File: src/rtl/mem_wb_skid.sv
// MEM->WB register stage with 2-entry skid buffer: 1-cycle latency, 1 entry/cycle.
// Back-pressure: mem_ready is decoded from registered state only, so there is no wb_ready->mem_ready path.
module mem_wb_skid #(
  parameter int DATA_W = 32,
  parameter int ADDR_W = 5,
  parameter int NCH    = 1,
  parameter int CNT_W  = 16
) (
  input  logic                   clk,
  input  logic                   rst,
  input  logic                   flush,
  input  logic                   mem_valid,
  output logic                   mem_ready,
  input  logic [NCH*ADDR_W-1:0]  mem_wd,
  input  logic [NCH-1:0]         mem_wreg,
  input  logic [NCH*DATA_W-1:0]  mem_wdata,
  input  logic                   mem_whilo,
  input  logic [DATA_W-1:0]      mem_hi,
  input  logic [DATA_W-1:0]      mem_lo,
  output logic                   wb_valid,
  input  logic                   wb_ready,
  output logic [NCH*ADDR_W-1:0]  wb_wd,
  output logic [NCH-1:0]         wb_wreg,
  output logic [NCH*DATA_W-1:0]  wb_wdata,
  output logic                   wb_whilo,
  output logic [DATA_W-1:0]      wb_hi,
  output logic [DATA_W-1:0]      wb_lo,
  output logic [CNT_W-1:0]       stall_cnt
);

  typedef struct packed {
    logic [NCH*ADDR_W-1:0] wd;
    logic [NCH-1:0]        wreg;
    logic [NCH*DATA_W-1:0] wdata;
    logic                  whilo;
    logic [DATA_W-1:0]     hi;
    logic [DATA_W-1:0]     lo;
  } entry_t;

  typedef enum logic [1:0] {EMPTY, HALF, FULL} state_t;

  state_t state, state_nxt;
  entry_t head, skid, in_e;
  logic   acc, drn;
  logic   head_from_in, head_from_skid, skid_from_in, head_clear;

  assign in_e      = '{wd: mem_wd, wreg: mem_wreg, wdata: mem_wdata,
                       whilo: mem_whilo, hi: mem_hi, lo: mem_lo};
  assign mem_ready = (state != FULL);
  assign wb_valid  = (state != EMPTY);
  assign acc       = mem_valid & mem_ready;
  assign drn       = wb_valid & wb_ready;

  always_comb begin
    state_nxt      = state;
    head_from_in   = 1'b0;
    head_from_skid = 1'b0;
    skid_from_in   = 1'b0;
    head_clear     = 1'b0;
    if (flush) begin
      state_nxt  = EMPTY;
      head_clear = 1'b1;
    end else begin
      case (state)
        EMPTY: if (acc) begin
          head_from_in = 1'b1;
          state_nxt    = HALF;
        end
        HALF: begin
          if (acc && drn) begin
            head_from_in = 1'b1;
          end else if (acc) begin
            skid_from_in = 1'b1;
            state_nxt    = FULL;
          end else if (drn) begin
            head_clear = 1'b1;
            state_nxt  = EMPTY;
          end
        end
        FULL: if (drn) begin
          head_from_skid = 1'b1;
          state_nxt      = HALF;
        end
        default: state_nxt = EMPTY;
      endcase
    end
  end

  always_ff @(posedge clk or posedge rst) begin
    if (rst) state <= EMPTY;
    else     state <= state_nxt;
  end

  // Bubbles keep stale addr/data but never carry a write enable.
  always_ff @(posedge clk or posedge rst) begin
    if (rst) begin
      head <= '0;
    end else if (head_from_in) begin
      head <= in_e;
    end else if (head_from_skid) begin
      head <= skid;
    end else if (head_clear) begin
      head.wreg  <= '0;
      head.whilo <= 1'b0;
    end
  end

  always_ff @(posedge clk or posedge rst) begin
    if (rst)               skid <= '0;
    else if (skid_from_in) skid <= in_e;
  end

  always_ff @(posedge clk or posedge rst) begin
    if (rst)
      stall_cnt <= '0;
    else if (wb_valid && !wb_ready && (stall_cnt != {CNT_W{1'b1}}))
      stall_cnt <= stall_cnt + 1'b1;
  end

  assign wb_wd    = head.wd;
  assign wb_wreg  = head.wreg;
  assign wb_wdata = head.wdata;
  assign wb_whilo = head.whilo;
  assign wb_hi    = head.hi;
  assign wb_lo    = head.lo;

endmodule

File: config.mk
export PLATFORM = sky130hd
export DESIGN_NAME = mem_wb_skid
export DESIGN_NICKNAME = d
export VERILOG_FILES = /design/src/rtl/mem_wb_skid.sv
export SDC_FILE = /design/constraint.sdc
export NUM_CORES = 1
export LEC_CHECK = 0
export ABC_AREA = 1
export CORE_MARGIN = 8
export CORE_UTILIZATION = 35
export DETAILED_ROUTE_END_ITERATION = 8
export DONT_BUFFER_PORTS = 1
export SLEW_MARGIN = 20
export SYNTH_ARGS = -nofsm -noshare
export SYNTH_HDL_FRONTEND = slang
export SYNTH_SLANG_ARGS = --single-unit
export TNS_END_PERCENT = 5
File: constraint.sdc
create_clock -name clk -period 24.3 [get_ports clk]
set_clock_uncertainty 0.15 [all_clocks]
set_input_delay 4.86 -clock clk [delete_from_list [all_inputs] [get_ports clk]]
set_output_delay 4.86 -clock clk [all_outputs]
set_load 0.02 [all_outputs]
Word-level counts from Yosys, hierarchy flattened
Cells that the tools add are included.
{"block": "op_classes", "add_sub_neg": 1, "n_eq_ne": 8, "muxes": 28, "bitwise_logic": 2, "n_reduce_logical": 9}
{"op": "$mux 103", "n": 1}
{"op": "$mux 64", "n": 1}
{"op": "$mux 32", "n": 1}
{"op": "$add 16x1->16 const B", "n": 1}
{"op": "$mux 1", "n": 16}
{"op": "$ne 16x16->1 const B", "n": 1}
{"op": "$mux 2", "n": 6}
{"op": "$ne 3x3->1 const B", "n": 3}
{"op": "$pmux 2 s3", "n": 1}
{"op": "$mux 5", "n": 1}
{"op": "$ne 4x4->1 const B", "n": 1}
{"op": "$reduce_and 4->1", "n": 1}
{"op": "$reduce_bool 2->1", "n": 2}
{"op": "$logic_and 1x1->1", "n": 3}
{"op": "$reduce_bool 3->1", "n": 1}
{"op": "$and 1x1->1", "n": 2}
{"op": "$eq 2x1->1 const B", "n": 1}
{"op": "$eq 2x2->1 const B", "n": 1}
{"op": "$logic_not 2->1", "n": 1}
{"op": "$ne 2x2->1 const B", "n": 1}
{"op": "$pmux 1 s2", "n": 1}
{"op": "$logic_not 1->1", "n": 1}
{"block": "totals", "register_bits": 224, "out_inout_bits": 121}

Longest topological paths before layout
Gate-level depths: netlist of run 1.
{"block": "depth", "depth_word": 10, "depth_mapped": 11, "ltp_nobuf": 10}

Least setup slack after synthesis of run 1
OpenSTA, ideal clock, no wires.
{"block": "synth_path", "kind": "input to register", "startpoint": "input flush", "endpoint": "register head, in the netlist wb_hi[0]", "setup_time_ps": 135, "arrival_time_ps": 5727, "required_time_ps": 24015, "slack_ps": 18288, "path_stages": 8, "cell_sequence": "nor2_1 nand3_2 nand2_1 inv_2 buf_2 buf_2 nand2_1 o211ai_1"}
{"block": "synth_between", "elab_chain_cells": 2}
{"item": "start, declared", "line": "11", "source": "input logic flush,"}
{"item": "$mux 1", "line": "60", "source": "if (flush) begin"}
{"item": "$mux 103 / $reduce_bool 2->1 (equally long branches)"}
{"item": "end signal, assigned", "line": "99", "source": "head <= in_e;"}
{"item": "end signal, assigned", "line": "101", "source": "head <= skid;"}
{"item": "end, declared", "line": "43", "source": "entry_t head, skid, in_e;"}
Several ways; a longest one is shown, not always the timed one.
A chain may end at the register's enable or synchronous reset.

Final worst setup path of run 1
{"block": "layout_path", "startpoint": "input wb_ready", "endpoint": "register skid[11] in the netlist's numbering"}
{"block": "layout_between", "elab_chain_cells": 5}
{"item": "start, declared", "line": "21", "source": "input logic wb_ready,"}
{"item": "$and 1x1->1", "line": "52", "source": "assign drn = wb_valid & wb_ready;"}
{"item": "$logic_and 1x1->1", "line": "70", "source": "if (acc && drn) begin"}
{"item": "$mux 1", "line": "70"}
{"item": "$mux 1", "line": "64", "source": "case (state)"}
{"item": "$mux 1", "line": "60"}
{"item": "end signal, assigned", "line": "110", "source": "else if (skid_from_in) skid <= in_e;"}
{"item": "end, declared", "line": "43"}
No other way between the ends.

==> results of run 1 <==
==> per-stage QoR <==
stage | hold slack, ns | worst slack (ns) | power (mW) | std cells
after floorplan | 0.303 | 13.16 | 0.784 | 1059
after global placement | 0.316 | 17.05 | 0.834 | 1354
after detailed placement | 0.324 | 16.94 | 0.845 | 1354
after CTS | 0.339 | 17.51 | 1.23 | 1395
after global routing | 0.356 | 17.22 | 1.28 | 1395
final | 0.333 | 17.46 | 1.21 | 1395
==> final cells by class <==
cell class	instances	area, um^2
clock buffer	34	719
fill	2671	16300
timing repair buffer	9	67.6
inverter	122	467
multi-input combinational	658	3100
sequential	224	5610
clock inverter	7	87.6
tap	341	427
==> metal layers <==
metal | global-route usage (%) | part of all wire (%)
met5 | 0 | 0
met4 | 4.53 | 3.0
met3 | 5.42 | 8.9
met2 | 23.0 | 46
met1 | 17.6 | 42
==> sequential cells by signal (all words and copies together) (netlist names) <==
name / flops
skid: 103
wb_lo: 32
stall_cnt: 16
wb_wd: 5
wb_wreg: 1
state: 2
wb_wdata: 32
wb_whilo: 1
wb_hi: 32
==> cell usage in the layout, fill, tap and decap left out <==
cell,synthesis,routed
nor2_1,82,82
clkinv_1,1,1
nand2_2,1,1
dfrtp_1,224,224
inv_8,0,1
clkbuf_8,0,6
nand3b_1,2,2
a21oi_1,62,62
nand4_1,5,5
inv_1,118,117
clkinvlp_4,0,1
ha_1,1,1
buf_4,1,9
nand2_1,335,335
nor3_1,1,1
clkinv_2,0,5
nor3_2,1,1
o21ai_1,4,4
clkbuf_16,0,25
xnor2_1,7,7
clkbuf_1,25,3
o211ai_1,103,103
nand3_1,9,9
nand3_2,2,2
o21ai_0,42,42
inv_2,3,2
o21ai_4,1,1
bufinv_16,0,2
==> cells by family (layout without fill, tap and decap cells) <==
kind of cell / count (synthesis) / in the layout
and+or+nand+nor: 438 / 438
DFF: 224 / 224
AOI/OAI and AO/OA: 212 / 212
buffers and inverters: 177 / 172
xor gates and xnor gates: 7 / 7
adders and majority gates: 1 / 1
==> worst paths after layout <==
path | start | endpoint | cells past startpoint
min reg2reg | skid[26] | skid[26] | 2
max | wb_ready | skid[11] | 5
max reg2reg | state[1] | skid[11] | 5
max in group asynchronous | rst | skid[40] | 2
min | skid[26] | skid[26] | 2
min in group asynchronous | rst | wb_wdata[0] | 1
==> power by group through the flow <==
stage | sequential, mW | clock [mW] | combinational [mW]
finish | 0.649 | 0.373 | 0.183
global route | 0.666 | 0.397 | 0.219
CTS | 0.652 | 0.385 | 0.188
detailed placement | 0.657 | 0 | 0.188
global placement | 0.654 | 0 | 0.179
floorplan | 0.627 | 0 | 0.157
==> worst max-delay path, cell delays in order <==
cell and delay, ns:
inv_1 0.08, o21ai_4 0.15, buf_4 0.72, buf_4 0.89
o21ai_0 0.17
==> metrics.cfg, run 1 <==
[cells_and_area]
final_area_um2 = 10500
drive_gt1_share_pct = 5.31
antenna_cells = 0
nets = 1149
postLayoutCoreUtil_pct = 39.2
syn2layout_area_growth_pct = 11.1

[drt]
drt_wl_total_mm = 24.0
vias = 6849
wire_per_inst_um = 17.2
routed_via_density = 4.91
ant_nets = 0
drt_pass1_iterations = 5
drc = 0
drt_iter0_drc = 427

[synth]
synth_top_family_by_area = simple AND/OR/NAND/NOR gates
yosysMostFrequentCell = nand2_1
syn_nets = 1168
synth_common_cells = 335 x nand2_1, 224 x dfrtp_1, 118 x inv_1
synth_flop_cell = dfrtp_1
yosys.area_share.simple_pct = 18.0
synth_edf_count = 0
synth_cells = 1059
ys_async_sr_fraction_pct = 100
ys_seq_elements = 224
synth_area_leaders = dfrtp_1 59%, nand2_1 13%, o211ai_1 8.2%
synth_top_area_share_pct = 59.4
synthDistinctLibCells = 24
muxShareOfSynthArea_pct = 0
yosys_warnings = 0
synth-compound-area-share_pct = 14.1
synthesis.area_um2 = 9430
synth_fa_ha_area_share_pct = 0.133
syn_avg_cell_area_um2 = 8.90
yosysSeqAreaShare_pct = 59.4
synth_xor_area_share_pct = 0.650
synth_top_area_cell = dfrtp_1

[power_and_ir_drop]
p_per_area_nw_per_um2 = 115
p_switching_mw = 0.400
intPower_mw = 0.805
power.share.clock_pct = 30.9
peakVddDrop_mv = 0.0521
swShare_pct = 33.2
pwr-share-seq_pct = 53.9
comb_power_share_pct = 15.2
p_leak_nw = 5.04

[timing]
setup_viol = 0
grt_setup_unrepaired = no
fmax_mhz = 146
tightest_slew_ns = 1.02
period_minus_slack_ns = 6.84
fin_crit_sh_pct = 28.1
slew_headroom_pct = 31.9
slew_viol_final = 0
setup_tns_ns = 0
finalHoldViolCount = 0

[clock_tree]
clock_sinks = 224
cts_buffer_depth = 3
postCtsSetupBuffers = 0
cts-root-buf = clkbuf_16
cts.clk_slew.worst_paths_ns = 0.06
hold_buffers = 0
clk_latency_ns = 0.51
cts_buffers = 25
ctsResizeCount = 0
cts_max_level = 1
cts_tree = done

[flow_run]
maxCapViolations = 0

[outcome]
status = finished, final reports clean

[critical_path]
worstSetupPathType = in -> reg
ff2ff_setup_slack_ns = 21.34
worst_setup_path_start_kind = input port
end_kind = flip-flop
cp_max_fo = 105
worstPathRequired_ns = 24.50
arrival_ns = 7.03

[placed_design]
dp_hpwl_mm = 15.6
dpl-instance-area_um2 = 9670
gp_routability_congestion = 0.759
port_buffers = 0

[floorplanning]
row_count = 60
core_um2 = 26700
die-width_um = 180
dieHeight_um = 180
die-area_um2 = 32500
initial_core_util_pct = 35.3
boundaryPins = 229

[global_routing]
grt_max_degree = 109
antenna_found_initial = 0
track_usage_pct = 14.3
grt_overflow = 0
first_global_vias = 6667
grt_pass1_wl_mm = 38.2

[min_path]
worstHoldPathType = reg -> reg

(Power assumes the default switching activity.)
==> run 2: changes to the inputs <==
==> constraint.sdc (replaced) <==
create_clock -name clk -period 6.6 [get_ports clk]
set_clock_uncertainty 0.15 [all_clocks]
set_input_delay 1.32 -clock clk [delete_from_list [all_inputs] [get_ports clk]]
set_output_delay 1.32 -clock clk [all_outputs]
set_load 0.02 [all_outputs]
==> run 2 against run 1 <==
Compared with the run above: final cell count grew 0.43%; non-clock buffer count grew 2; first-iteration DRC count grew 28%; critical path depth grew 3; design area grew 0.27%; sequential share of layout area shrank 0.15 points; clock power grew to 3.7 times the previous value; critical path type unchanged; highest routed layer unchanged.
==> metrics.cfg, run 2 (same netlist as run 1, synthesis figures left out) <==
[global_routing]
antenna_found_initial = 0
first_global_vias = 6691
grt_pass1_wl_mm = 37.5
grt_max_degree = 146
grt_overflow = 0
track_usage_pct = 14.1

[critical_path]
critPathMaxStageDelay_ns = 0.57
cp_cell_sequence = inv_1 > nand2_1 > nand3_2 > buf_4 > inv_2 > buf_4 > nand2_1 > o211ai_1
cp_slowest_cell = inv_2
cp_max_fo = 35
reg2reg_from = state[1]
worst_setup_path_start_kind = input port
worstPathRequired_ns = 6.88
arrival_ns = 3.46
end_kind = flip-flop
worstSetupPathType = in -> reg
crit_path_start = wb_ready

[clock_tree]
cts_buffer_depth = 3
cts-root-buf = clkbuf_16
ctsResizeCount = 0
hold_buffers = 0
postCtsSetupBuffers = 0
cts.clk_slew.worst_paths_ns = 0.06
clk_latency_ns = 0.51
cts_tree = done
clock_sinks = 224
cts_buffers = 25
cts_max_level = 1

[power_and_ir_drop]
p_leak_nw = 5.04
peakVddDrop_mv = 0.176
pwr-share-seq_pct = 53.8
p_switching_mw = 1.46
power.share.clock_pct = 30.9
p_per_area_nw_per_um2 = 422
swShare_pct = 33.0
intPower_mw = 2.97
comb_power_share_pct = 15.3

[timing]
hold_ws_ns = 0.334
slew_viol_final = 0
fin_crit_sh_pct = 48.3
setup_viol = 0
grt_setup_unrepaired = no
period_minus_slack_ns = 3.19
slew_headroom_pct = 36.3
fmax_mhz = 314
setup_tns_ns = 0
finalHoldViolCount = 0
tightest_slew_ns = 0.956

[cells_and_area]
final_common_cell = nand2_1
largest-register = skid
final_cells = 1401
largest_register_ff_count = 103
final_cell_mix = 335 x nand2_1, 224 x dfrtp_1, 117 x inv_1
antenna_cells = 0
nets = 1151
drive_gt1_share_pct = 5.00
syn2layout_area_growth_pct = 11.4

[flow_run]
maxCapViolations = 0

[placed_design]
dp_hpwl_mm = 15.5
port_buffers = 0
gp_routability_congestion = 0.752
dp.cells = 1356

[floorplanning]
boundaryPins = 229
core_um2 = 26700
dieHeight_um = 180
initial_core_util_pct = 35.3
row_count = 60
die-width_um = 180
die-area_um2 = 32500

[drt]
drt_iter0_drc = 548
wire_per_inst_um = 16.9
ant_nets = 0
vias = 6855
drc = 0
drt_pass1_iterations = 5
routed_via_density = 4.89
drt_wl_total_mm = 23.6

[min_path]
hold_path_startpoint = skid[12]
worstHoldPathType = reg -> reg

[outcome]
status = finished, final reports clean

==> run 2: area by class of cell <==
class / count / area (um^2)
Clock inverter: 3 / 68.8
Inverter: 122 / 463
Sequential cell: 224 / 5610
Timing Repair Buffer: 11 / 98.8
Fill cell: 2668 / 16200
Tap cell: 341 / 427
Multi-Input combinational cell: 658 / 3100
Clock buffer: 42 / 739
==> run 2: routing by layer <==
| layer | vias up | global-route usage, % | routed length (um) |
|---|---|---|---|
| met5 | - | 0 | 0 |
| met3 | 36 | 4.78 | 2020 |
| met4 | 0 | 4.20 | 532 |
| met1 | 3261 | 17.4 | 9940 |
| li1 | 3369 | - | - |
| met2 | 189 | 23.0 | 11100 |
==> run 2: stage by stage <==
stage          power (mW)  util, %  cell area (um^2)  setup WS [ns]
3_5_place_dp         3.11     36.3              9700           2.82
6_report             4.43     39.3             10500           3.41
4_1_cts              4.50     39.3             10500           3.35
3_3_place_gp         3.07     36.3              9690           2.66
2_1_floorplan        2.89        -              9430           2.21
5_1_grt              4.72     39.3             10500           3.17
==> run 2: path summary, 6_finish.rpt <==
check / end / slack, ns / cells after the start
hold / removal: skid[12] / 0.33 / 2
max in group asynchronous: wb_wdata[16] / 4.23 / 3
hold reg to reg: skid[12] / 0.33 / 2
setup reg to reg: wb_lo[31] / 3.74 / 7
setup / recovery: wb_lo[31] / 3.41 / 8
min in group asynchronous: skid[40] / 0.64 / 2
==> run 2: critical path, delay by kind of cell <==
kind	cells	cell delay (ns)
buffers and inverters	4	1.49
AND/OR/NAND/NOR	3	0.52
AO/OA/AOI/OAI	1	0.10
==> run 2: power groups by stage <==
stage                     Clock (mW)  Combinational [mW]  Sequential (mW)
after floorplan                    0               0.579             2.31
after global placement             0               0.663             2.41
after detailed placement           0               0.697             2.41
after CTS                       1.41               0.696             2.39
after global routing            1.46               0.812             2.45
final                           1.37               0.680             2.38
==> run 3: changes to the inputs <==
==> constraint.sdc (replaced) <==
create_clock -name clk -period 2.6 [get_ports clk]
set_clock_uncertainty 0.15 [all_clocks]
set_input_delay 0.52 -clock clk [delete_from_list [all_inputs] [get_ports clk]]
set_output_delay 0.52 -clock clk [all_outputs]
set_load 0.02 [all_outputs]
==> run 3 against run 2 <==
Compared with the run above: sequential share of layout area decreased by 4.1 points; global-route usage increased by 0.68 points; sequential cell count unchanged; first-iteration DRC count increased by 8.2%; combinational power increased to 2.7 times the previous value; via count increased by 4.9%; design area increased by 8.4%; core utilization increased by 3.3 points; critical endpoint is now wb_valid; highest routed layer unchanged.
==> metrics.cfg, run 3 (same netlist as run 1, synthesis figures left out) <==
[outcome]
status = finished, final reports clean

[timing]
setup_tns_ns = 0
fmax_mhz = 478
finalHoldViolCount = 0
slew_viol_final = 0
fin_crit_sh_pct = 80.5
grt_setup_unrepaired = no
setup_viol = 0
hold_ws_ns = 0.0216
tightest_slew_ns = 0.805
slew_headroom_pct = 46.3
period_minus_slack_ns = 2.09
setup_slack_ns = 0.507

[critical_path]
reg2reg_from = stall_cnt[1]
arrival_ns = 1.42
r2r-end = stall_cnt[10]
worst_setup_path_start_kind = flip-flop
worstPathRequired_ns = 1.93
rr_worst_depth = 10
ff2ff_setup_slack_ns = 0.53
end_kind = output pin
cp_max_fo = 6
worstSetupPathType = reg -> out

[min_path]
hold_path_startpoint = mem_lo[16]
worstHoldPathType = in -> reg
hold_depth = 2
worstHoldEndpoint = skid[16]

[cells_and_area]
antenna_cells = 0
final_cells = 1479
nets = 1230
final_common_cell = nand2_1
final_cell_mix = 335 x nand2_1, 224 x dfrtp_1, 117 x inv_1
drive_gt1_share_pct = 5.36
largest-register = skid
largest_register_ff_count = 103
syn2layout_area_growth_pct = 20.7

[floorplanning]
row_count = 60
initial_core_util_pct = 35.3
core_um2 = 26700
die-area_um2 = 32500
boundaryPins = 229
die-width_um = 180
dieHeight_um = 180

[global_routing]
antenna_found_initial = 0
grt_overflow = 0
track_usage_pct = 14.7
grt_max_degree = 117
grt_pass1_wl_mm = 39.5
first_global_vias = 7096

[drt]
drt_iter0_drc = 593
vias = 7191
drt_wl_total_mm = 24.5
drt_pass1_iterations = 5
routed_via_density = 4.86
drc = 0
wire_per_inst_um = 16.6
ant_nets = 0

[clock_tree]
cts_buffers = 25
cts_buffer_depth = 3
cts.clk_slew.worst_paths_ns = 0.06
cts_tree = done
cts-root-buf = clkbuf_16
ctsResizeCount = 0
clock_sinks = 224
cts_max_level = 1
clk_latency_ns = 0.52

[power_and_ir_drop]
peakVddDrop_mv = 0.636
p_per_area_nw_per_um2 = 1020
total_power_mw = 11.6
p_leak_nw = 5.42

[placed_design]
gp_routability_congestion = 0.736
dp_hpwl_mm = 15.9
dp.cells = 1360
place_ws_ns = 0.524
port_buffers = 0

[flow_run]
maxCapViolations = 0

## run 3: what timing repair did
action                                  4_1_cts  5_1_grt
setup buffers                                 0        0
endpoints found under the hold margin       151        0
hold buffers                                 75        0
endpoints found under the setup margin        0        0
## run 3: worst max-delay path by stage
| stage | startpoint | slack (ns) | end |
|---|---|---|---|
| after floorplan | rst | -0.99 | skid[0] |
| after global placement | flush | 0.53 | wb_wreg |
| after detailed placement | flush | 0.52 | wb_lo[8] |
| after CTS | state[1] | 0.47 | wb_valid |
| after global routing | stall_cnt[1] | 0.33 | stall_cnt[2] |
| final | state[1] | 0.51 | wb_valid |
## run 3: layout make-up
cell class                      count  area, um^2
Clock buffer                       36         707
Clock inverter                      8         144
Fill cell                        2576       15300
Inverter                          122         463
Multi-Input combinational cell    658        3100
Sequential cell                   224        5610
Tap cell                          341         427
Timing Repair Buffer               90         938
## run 3: power breakdown
part           switching [mW]  internal, mW
combinational            1.09         0.777
clock                    1.39          2.28
sequential               1.34          4.74
total                    3.82          7.79
## run 3: routing by layer
metal / GRT usage, % / vias to the layer above / wire (um)
met1: 18.2 / 3447 / 10500
met3: 5.32 / 34 / 2120
met2: 23.8 / 193 / 11300
met5: 0 / - / 0
li1: - / 3517 / -
met4: 4.56 / 0 / 610
## run 3: critical path, stage by stage (launching register included)
cell and delay (ns):
dfrtp_1 0.45, nor2_1 0.24, inv_1 0.21
## run 3: stage by stage
stage | util (%) | cell area, um^2
after floorplan | - | 9430
after global placement | 36.6 | 9780
after detailed placement | 36.6 | 9780
after CTS | 42.6 | 11400
after global routing | 42.6 | 11400
final | 42.6 | 11400
